<file path="src/rtl/pipe_ctrl_pkg.sv">
// Shared types for the pipeline controller: FSM states, drain default and the
// per-stage enable/clear bundle driven onto the pipeline registers.
package pipe_ctrl_pkg;

  typedef enum logic [1:0] {RUN, WAIT_MDU, DRAIN, HALTED} state_t;

  localparam int DRAIN_CYCLES_DEF = 3;

  typedef struct packed {
    logic pc_en;
    logic ifid_en;
    logic ifid_clr;
    logic ifid_bb;
    logic idex_en;
    logic idex_clr;
    logic exmem_en;
    logic memwb_en;
  } ctrl_t;

  localparam ctrl_t CTRL_RUN = '{pc_en: 1'b1, ifid_en: 1'b1, ifid_clr: 1'b0, ifid_bb: 1'b0,
                                 idex_en: 1'b1, idex_clr: 1'b0, exmem_en: 1'b1, memwb_en: 1'b1};
  localparam ctrl_t CTRL_OFF = '0;

  // Freeze PC and IF/ID, inject a bubble into EX; back end keeps draining.
  function automatic ctrl_t hold_front(input ctrl_t c);
    ctrl_t r;
    r          = c;
    r.pc_en    = 1'b0;
    r.ifid_en  = 1'b0;
    r.ifid_bb  = 1'b0;
    r.idex_clr = 1'b1;
    return r;
  endfunction

endpackage

</file>
<file path="src/rtl/pipe_ctrl_hazard_detect.sv">
// Load-use comparator: a load in EX writes a register the ID instruction reads.
// Purely combinational; register 0 never creates a hazard.
module hazard_detect (
  input  logic [4:0] id_rs,
  input  logic [4:0] id_rt,
  input  logic       id_use_rs,
  input  logic       id_use_rt,
  input  logic       ex_memread,
  input  logic [4:0] ex_rd,
  output logic       lu_stall
);

  assign lu_stall = ex_memread && (ex_rd != 5'd0) &&
                    ((id_use_rs && (id_rs == ex_rd)) || (id_use_rt && (id_rt == ex_rd)));

endmodule

</file>
<file path="src/rtl/pipe_ctrl.sv">
// Pipeline controller: stage enables/clears for stalls, flushes, MDU waits and
// halt/resume; outputs are combinational from state and ID/EX inputs.
module pipe_ctrl
  import pipe_ctrl_pkg::*;
#(
  parameter int CNT_W        = 32,
  parameter int DRAIN_CYCLES = DRAIN_CYCLES_DEF
) (
  input  logic             clk,
  input  logic             rst,
  input  logic [4:0]       id_rs,
  input  logic [4:0]       id_rt,
  input  logic             id_use_rs,
  input  logic             id_use_rt,
  input  logic             ex_memread,
  input  logic [4:0]       ex_rd,
  input  logic             ex_br_taken,
  input  logic             id_mdu_req,
  input  logic             mdu_done,
  input  logic             id_halt,
  input  logic             resume,
  output logic             pc_en,
  output logic             ifid_en,
  output logic             ifid_clr,
  output logic             ifid_bb,
  output logic             idex_en,
  output logic             idex_clr,
  output logic             exmem_en,
  output logic             memwb_en,
  output logic             mdu_start,
  output logic             halted,
  output logic [CNT_W-1:0] stall_cnt,
  output logic [CNT_W-1:0] flush_cnt
);

  localparam int DW = $clog2(DRAIN_CYCLES + 2);

  state_t        state, state_nxt;
  ctrl_t         ctl;
  logic [DW-1:0] drain_cnt;
  logic          drain_ld;
  logic          stall_ev;
  logic          flush_ev;
  logic          mdu_fin;
  logic          lu_stall;

  hazard_detect u_hazard (
    .id_rs      (id_rs),
    .id_rt      (id_rt),
    .id_use_rs  (id_use_rs),
    .id_use_rt  (id_use_rt),
    .ex_memread (ex_memread),
    .ex_rd      (ex_rd),
    .lu_stall   (lu_stall)
  );

  // mdu_fin masks the still-present mult/div in ID for the cycle it leaves.
  always_comb begin
    ctl       = CTRL_RUN;
    state_nxt = state;
    drain_ld  = 1'b0;
    stall_ev  = 1'b0;
    flush_ev  = 1'b0;
    mdu_start = 1'b0;
    if (!rst) begin
      case (state)
        RUN: begin
          if (ex_br_taken) begin
            ctl.ifid_clr = 1'b1;
            ctl.idex_clr = 1'b1;
            flush_ev     = 1'b1;
          end else if (lu_stall) begin
            ctl      = hold_front(CTRL_RUN);
            stall_ev = 1'b1;
          end else if (id_mdu_req && !mdu_fin) begin
            ctl       = hold_front(CTRL_RUN);
            stall_ev  = 1'b1;
            mdu_start = 1'b1;
            state_nxt = WAIT_MDU;
          end else if (id_halt) begin
            ctl       = hold_front(CTRL_RUN);
            drain_ld  = 1'b1;
            state_nxt = DRAIN;
          end
        end
        WAIT_MDU: begin
          ctl      = hold_front(CTRL_RUN);
          stall_ev = 1'b1;
          if (mdu_done) state_nxt = RUN;
        end
        DRAIN: begin
          ctl = hold_front(CTRL_RUN);
          if (drain_cnt <= DW'(1)) state_nxt = HALTED;
        end
        HALTED: begin
          ctl = CTRL_OFF;
          if (resume) begin
            ctl.pc_en    = 1'b1;
            ctl.ifid_clr = 1'b1;
            state_nxt    = RUN;
          end
        end
        default: state_nxt = RUN;
      endcase
    end
  end

  always_ff @(posedge clk or posedge rst) begin
    if (rst) begin
      state     <= RUN;
      drain_cnt <= '0;
      mdu_fin   <= 1'b0;
      stall_cnt <= '0;
      flush_cnt <= '0;
    end else begin
      state   <= state_nxt;
      mdu_fin <= (state == WAIT_MDU) && mdu_done;
      if (drain_ld)
        drain_cnt <= DW'(DRAIN_CYCLES);
      else if (state == DRAIN)
        drain_cnt <= drain_cnt - DW'(1);
      if (stall_ev) stall_cnt <= stall_cnt + CNT_W'(1);
      if (flush_ev) flush_cnt <= flush_cnt + CNT_W'(1);
    end
  end

  assign {pc_en, ifid_en, ifid_clr, ifid_bb, idex_en, idex_clr, exmem_en, memwb_en} = ctl;
  assign halted = (state == HALTED);

endmodule

</file>
<file path="config.mk">
export PLATFORM = sky130hd
export DESIGN_NAME = pipe_ctrl
export DESIGN_NICKNAME = d
export VERILOG_FILES = /design/src/rtl/pipe_ctrl_pkg.sv /design/src/rtl/pipe_ctrl_hazard_detect.sv /design/src/rtl/pipe_ctrl.sv
export SDC_FILE = /design/constraint.sdc
export NUM_CORES = 1
export LEC_CHECK = 0
export CAP_MARGIN = 10
export CORE_UTILIZATION = 40
export CTS_CLUSTER_SIZE = 12
export DETAILED_ROUTE_END_ITERATION = 16
export PLACE_DENSITY = 0.69
export SLEW_MARGIN = 20
export SYNTH_ARGS = -nofsm -noshare
export SYNTH_HDL_FRONTEND = slang
export SYNTH_HIERARCHICAL = 1
export SYNTH_SLANG_ARGS = --single-unit
</file>
<file path="constraint.sdc">
create_clock -name clk -period 10.6 [get_ports clk]
set_clock_uncertainty 0.05 [all_clocks]
set_input_delay 2.12 -clock clk [delete_from_list [all_inputs] [get_ports clk]]
set_output_delay 2.12 -clock clk [all_outputs]
set_load 0.02 [all_outputs]
</file>
==> results of run 1 <==
-- synth_stat cells, drive strengths merged, types with 2 or more instances --
master  count
and3       13
nor2b       4
nand3b      2
buf         4
inv        10
and2        5
dfrtp      70
clkbuf      2
nor2       14
mux2i       3
xnor2      49
xor2       25
nand4      18
or3         2
nand3      22
and4        2
nor3       10
a21oi       3
ha          9
o21ai       5
or4         3
nand2      34
nor4        4
-- layout make-up --
cell class	instances	area [um2]
Sequential cell	70	1752
Fill cell	785	3860
Clock buffer	11	141.4
Timing Repair Buffer	98	978.4
Tap cell	108	135.1
Inverter	10	37.54
Multi-Input combinational cell	240	1727
Clock inverter	4	47.55
-- worst max path at each step --
stage                  start        to  cells after the start
finish              ex_rd[1]  idex_clr                      8
global route        ex_rd[1]  idex_clr                      8
CTS                 ex_rd[1]  idex_clr                      8
detailed placement  ex_rd[1]  idex_clr                      8
global placement    ex_rd[1]  idex_clr                      8
floorplan                rst   idex_en                      3
-- cells by family after synthesis --
family                   share of synthesized area
XOR/XNOR                                    0.1868
adder cells (fa/ha/maj)                    0.03171
AND/OR/NAND/NOR                             0.2326
buffers and inverters                      0.02044
other                                     0.001056
flip-flops                                  0.4933
AO/OA/AOI/OAI                              0.02255
multiplexers                               0.01163
-- state kept, by name, indices dropped and copies added (netlist names) --
name	cells
drain_cnt	3
stall_cnt	32
flush_cnt	32
state	2
mdu_fin	1
-- through the flow --
| stage | hold slack [ns] | setup slack, ns | std cells | utilization | total power, mW |
|---|---|---|---|---|---|
| CTS | 0.4334 | 3.916 | 541 | 0.5552 | 0.7547 |
| finish | 0.4241 | 3.858 | 541 | 0.5552 | 0.7433 |
| floorplan | 0.4173 | 3.935 | 326 | - | 0.4568 |
| detailed placement | 0.4227 | 3.921 | 526 | 0.5334 | 0.5415 |
| global placement | 0.4120 | 3.983 | 526 | 0.5334 | 0.5378 |
| global route | 0.4512 | 3.735 | 541 | 0.5552 | 0.7863 |
-- metal layers --
metal,global-route usage,vias up,wire (um)
li1,-,1321,-
met1,0.2246,1292,3407
met2,0.2772,60,3596
met3,0.03949,8,300
met4,0.05597,0,80
met5,0,-,0
-- critical path: cells and delay by family --
family / cells / cell delay [ns]
buffers and inverters: 2 / 1.13
AND/OR/NAND/NOR: 3 / 0.52
XOR/XNOR: 1 / 0.20
AO/OA/AOI/OAI: 2 / 0.59
-- where the power goes --
group	total (mW)	switching [mW]	leakage (nW)	internal, mW
clock	0.208	0.0948	0.0952	0.113
combinational	0.216	0.115	1.05	0.101
sequential	0.319	0.0260	0.950	0.293
==> summary.txt, run 1 <==
Timing
  • Slew HR: 0.5481
  • Final Critical Period: roughly 6.7 ns
  • Hold violation count in the final report: 0
  • Final setup TNS: 0 ns
  • Final setup vio count: 0
  • Max Slew Vio Count: 0
  • Unrepaired setup endpoints after global routing: false
  • Worst Tran Pin Value: roughly 0.68 ns
  • Crit share post-route: 0.6360
  • Highest clock rate: roughly 0.15 GHz

Synthesis
  • Yosys top cell area share: 0.4933
  • Syn. warnings: 6
  • #FFs+latches synth: 70
  • Synth Instances: between 300 and 400
  • Post-synth ARST share: 1.000
  • Sequential share of the synthesized area: 0.4933
  • Ranking of synthesized cells by area: dfrtp_1 (49%), xnor2_1 (12%), xor2_1 (5.9%), nand2_1 (3.6%), ha_1 (3.2%)
  • EDFF count, synth: 0
  • Biggest area consumer among synthesized cells: dfrtp_1
  • Top_reg_cell synth: dfrtp_1
  • Syn_area_per_cell: around 11 um2
  • Syn nets: 360
  • Synth cell types: 49
  • Mapped cell area: between 3000 and 4000 um2

Route
  • Via count: roughly 2.7k
  • DRC: 0
  • Pre-antenna DRT Iters: 5
  • Initial DRC count: 73
  • Post-DRT Antenna Nets: 0
  • Total Wirelength: ~7400 um
  • Routed length per instance: 13.65 um
  • Vias per inst: 4.956

Clocking
  • Reg clk slew, reported paths: 0.07 ns
  • Total CTS buffers: 9
  • H-tree levels: 3
  • Sink Count: 70
  • Clock tree buffer depth: 2
  • Root buffer cell: clkbuf_8
  • Worst skew pair latency: 0.33 ns
  • TritonCTS clock tree: yes
  • Setup bufs post-CTS: 0
  • Cts repair resizes: 0
  • CTS Hold Bufs: 0

Pwr
  • VDD IR max: 73.76 uV
  • Pwr Density: about 150 nW/um2
  • Leak: 2.097 nW

Placement
  • I/O Buffers: 97
  • Placed cell area: 4629 um2
  • Detailed placement HPWL: 5514 um
  • Routability cong.: ~0.81

GRT
  • First-pass GRT wire length: 12150 um
  • Vias in the first global route: 2549
  • Gr ovfl total: 0
  • Largest net degree at the start of global routing: 47
  • Initial antenna violation count: 0
  • GR Util All Layers: 0.1709

Finish
  • Commonest non-fill, non-tap cell in the layout: clkdlybuf4s50_1
  • Commonest cells after routing, fill and taps aside: clkdlybuf4s50_1 (97), dfrtp_1 (70), xnor2_1 (48), nand2_1 (34), xor2_1 (24)
  • Final non-filler cell area: around 4800 um2
  • Share of layout cells above drive strength 1: 0.08776
  • Synth-to-Final Area Change: 35.69%
  • Diodes inserted: 0
  • Nets@finish: 463

Worst hold path
  • Hold path startpoint: flush_cnt[31]
  • Hold path depth: 1
  • Hold/Removal Path Class: reg2reg
  • Hold Path End: flush_cnt[31]

Die
  • # IOs: 99
  • DIE WIDTH: about 96 um
  • Core area: about 8700 um2
  • Die Y: 96.22 um
  • Rows: 34
  • Die area: approximately 9000 um2
  • Initial Util: 0.4092

Setup path
  • Setup CP Type: in2out
  • Crit-path max cell delay: around 0.65 ns
  • Worst endpoint data arrival time: 4.57 ns
  • Reg2Reg Depth: 7
  • Worst r2r dst: stall_cnt[24]
  • Crit. End Element: primary output
  • Worst R2R Setup Slack: approximately 8.1 ns
  • Crit path max fanout: 4
  • Reg2reg start: state[1]
  • Required @ worst endpoint: about 8.4 ns
  • CP startpoint kind: primary input
  • Slowest cell on crit path: clkdlybuf4s50_1
  • Critical-path cell list: clkdlybuf4s50_1 > xor2_1 > nor4_1 > nand3_1 > a21oi_1 > nor2_1 > a311oi_1 > clkdlybuf4s50_1
  • Most Frequent Cell on Critical Path: clkdlybuf4s50_1

Outcome
  • Run status: complete, no violations

Flow run
  • Number of max-cap violations: 0
(Power assumes the default switching activity.)
==> run 2: changes to the inputs <==
clock period = 6.3 ns   (was 10.6 ns; I/O delays follow)
==> run 2 against run 1 <==
Against the previous run:
- sequential power rose by 68%
- critical path type unchanged
- register-to-register slack got worse by 4.3 ns
- worst hold slack got worse by 0.0073 ns
- final cell count is 0.18% higher
- worst setup slack got worse by 2.5 ns
- non-clock buffer count unchanged
- flip-flop and latch count unchanged
==> summary.txt, run 2 (synthesis results as in run 1) <==
Timing
  • Unrepaired setup endpoints after global routing: false
  • Final Critical Period: around 5.0 ns
  • Slew HR: 0.5313 (-0.01674)
  • Final setup TNS: 0 ns (unchanged)
  • WHS: 0.4168 ns (-0.007296 ns)
  • Worst Tran Pin Value: 0.7016 ns (+0.02506 ns)
  • Final Worst Setup Slack: 1.313 ns (-2.546 ns)
  • Highest clock rate: roughly 0.2 GHz
  • Final setup vio count: 0 (unchanged)
  • Crit share post-route: 0.7916
  • Max Slew Vio Count: 0 (unchanged)
  • Hold violation count in the final report: 0 (unchanged)

Route
  • Vias per inst: 4.961 (+0.11%)
  • Initial DRC count: 101 (+38%)
  • Pre-antenna DRT Iters: 4 (-1)
  • DRC: 0 (unchanged)
  • Routed length per instance: 13.69 um (+0.29%)
  • Post-DRT Antenna Nets: 0 (unchanged)
  • Via count: 2689 (+0.30%)
  • Total Wirelength: 7420 um (+0.47%)

GRT
  • Met3 usage: 0.04897 (+0.009479)
  • First-pass GRT wire length: 12310 um (+1.3%)
  • Vias in the first global route: 2563 (+0.55%)
  • GR Util All Layers: 0.1735 (+0.002611)
  • Met2 GRT Util: 0.2819 (+0.004728)
  • Gr ovfl total: 0 (unchanged)
  • Initial antenna violation count: 0 (unchanged)
  • Largest net degree at the start of global routing: 46 (-2.1%)
  • Met1 global-route usage: 0.2248 (about the same)
  • GR peak layer: met2

Clocking
  • CTS Hold Bufs: 0 (unchanged)
  • Sink Count: 70 (unchanged)
  • Reg clk slew, reported paths: 0.07 ns (about the same)
  • Worst skew pair latency: 0.33 ns (about the same)
  • Root buffer cell: clkbuf_8
  • Clock tree buffer depth: 2 (unchanged)
  • Setup bufs post-CTS: 0 (unchanged)
  • Cts repair resizes: 0 (unchanged)
  • TritonCTS clock tree: yes
  • Total CTS buffers: 9 (unchanged)
  • H-tree levels: 3 (unchanged)

Worst hold path
  • Hold/Removal Path Class: reg2reg
  • Hold path startpoint: flush_cnt[31]
  • Hold path depth: 1 (unchanged)
  • Hold Path End: flush_cnt[31]

Die
  • DIE WIDTH: 96.22 um (unchanged)
  • Rows: 34 (unchanged)
  • Die Y: 96.22 um (unchanged)
  • Initial Util: 0.4092 (unchanged)
  • Die area: 9258 um2 (unchanged)
  • Core area: 8678 um2 (unchanged)
  • # IOs: 99 (unchanged)

Finish
  • Synth-to-Final Area Change: 35.10%
  • Commonest cells after routing, fill and taps aside: clkdlybuf4s50_1 (97), dfrtp_1 (70), xnor2_1 (48), nand2_1 (34), xor2_1 (24)
  • Commonest non-fill, non-tap cell in the layout: clkdlybuf4s50_1
  • Leading registers by flop count: flush_cnt: 32 flops, stall_cnt: 32 flops, drain_cnt: 3 flops
  • Share of layout cells above drive strength 1: 0.08756 (-0.0002022)
  • Fin util: 0.5528 (-0.002451)
  • Diodes inserted: 0 (unchanged)
  • Filler cell count: 799 (+1.8%)
  • Nets@finish: 463 (unchanged)

Placement
  • Worst slack at placement: 1.298 ns (-2.624 ns)
  • I/O Buffers: 97 (unchanged)
  • Detailed placement HPWL: 5516 um (about the same)
  • Routability cong.: 0.8022 (-0.58%)

Setup path
  • Reg2reg start: state[1]
  • Most Frequent Cell on Critical Path: clkdlybuf4s50_1
  • CP startpoint kind: primary input
  • Worst endpoint data arrival time: 3.68 ns (-0.89 ns)
  • Critical-path cell list: clkdlybuf4s50_1 > xor2_1 > nor4_1 > nand3_1 > a21oi_1 > nor2_1 > a311oi_1 > clkdlybuf4s50_1
  • Crit-path max cell delay: 0.66 ns (about the same)
  • Worst R2R Setup Slack: 3.75 ns (-4.32 ns)
  • Buf/Inv on CP: 2 (unchanged)
  • Setup CP Type: in2out
  • Delay-heaviest family, CP: buffers and inverters
  • Crit path max fanout: 4 (unchanged)
  • Reg2Reg Depth: 7 (unchanged)
  • Slowest cell on crit path: clkdlybuf4s50_1
  • Worst r2r dst: stall_cnt[24]
  • Required @ worst endpoint: 4.99 ns (-3.44 ns)
  • Crit. End Element: primary output

Pwr
  • Switching power: 0.3979 mW (+68%)
  • Cell Int Power: 0.8151 mW (+61%)
  • Flop pwr share: 0.442 (+0.013)
  • Sw frac: 0.3280 (+0.01032)
  • Leak: 2.088 nW (-0.43%)
  • VDD IR max: 150.7 uV (+100%)
  • Combinational Power Share: 0.300 (+0.009)
  • Clk pwr share: 0.258 (-0.022)
  • Total power draw: 1.213 mW (+63%)
  • Pwr Density: 252.9 nW/um2 (+64%)

Flow run
  • Number of max-cap violations: 0 (unchanged)

Outcome
  • Run status: complete, no violations
## run 2: changes by cell type in the layout (fill, tap and decap cells not counted), sizes merged
| cell | change |
|---|---|
| bufinv | -1 |
| clkinv | +1 |
| clkbuf | +1 |
## run 2: final cells by class
class / count / area, um2 / share of cell area
repair buffers: 98 / 978.4 / 0.2040
multi-input cells: 240 / 1727 / 0.3599
well taps: 108 / 135.1 / 0.02817
clock inverters: 4 / 22.52 / 0.004695
clock buffers: 12 / 145.1 / 0.03026
flip-flops and latches: 70 / 1752 / 0.3652
inverters: 10 / 37.54 / 0.007825
## run 2: power by group through the flow
stage	Clock, mW	Sequential (mW)	Combinational [mW]
3_5_place_dp	0	0.545	0.367
5_1_grt	0.343	0.544	0.403
3_3_place_gp	0	0.544	0.362
6_report	0.313	0.536	0.364
2_1_floorplan	0	0.568	0.201
4_1_cts	0.326	0.536	0.369
## run 2: through the flow
step / area (um2) / std cells
3_5_place_dp: 4629 / 526
3_3_place_gp: 4629 / 526
5_1_grt: 4797 / 542
6_report: 4797 / 542
4_1_cts: 4797 / 542
2_1_floorplan: 3551 / 326
## run 2: worst max path at each step
stage	startpoint	endpoint	slack [ns]	cells past startpoint
after floorplan	rst	idex_en	1.35	3
after global placement	ex_rd[1]	idex_clr	1.40	8
after detailed placement	ex_rd[0]	idex_clr	1.30	8
after CTS	ex_rd[0]	idex_clr	1.30	8
after global routing	ex_rd[0]	idex_clr	1.13	8
final	ex_rd[1]	idex_clr	1.31	8
## run 2: worst register-to-register path: stages, from the launching register on
cell and delay, ns:
dfrtp_1 0.40, inv_1 0.12, ha_1 0.36, nor2b_1 0.26, o221ai_1 0.26, nor2b_1 0.64, nand3_1 0.20, xnor2_1 0.16
## run 2: metal layers
metal,vias to the layer above,wire length (um)
li1,1317,-
met1,1303,3434
met2,60,3597
met3,9,315
met4,0,72
met5,-,0
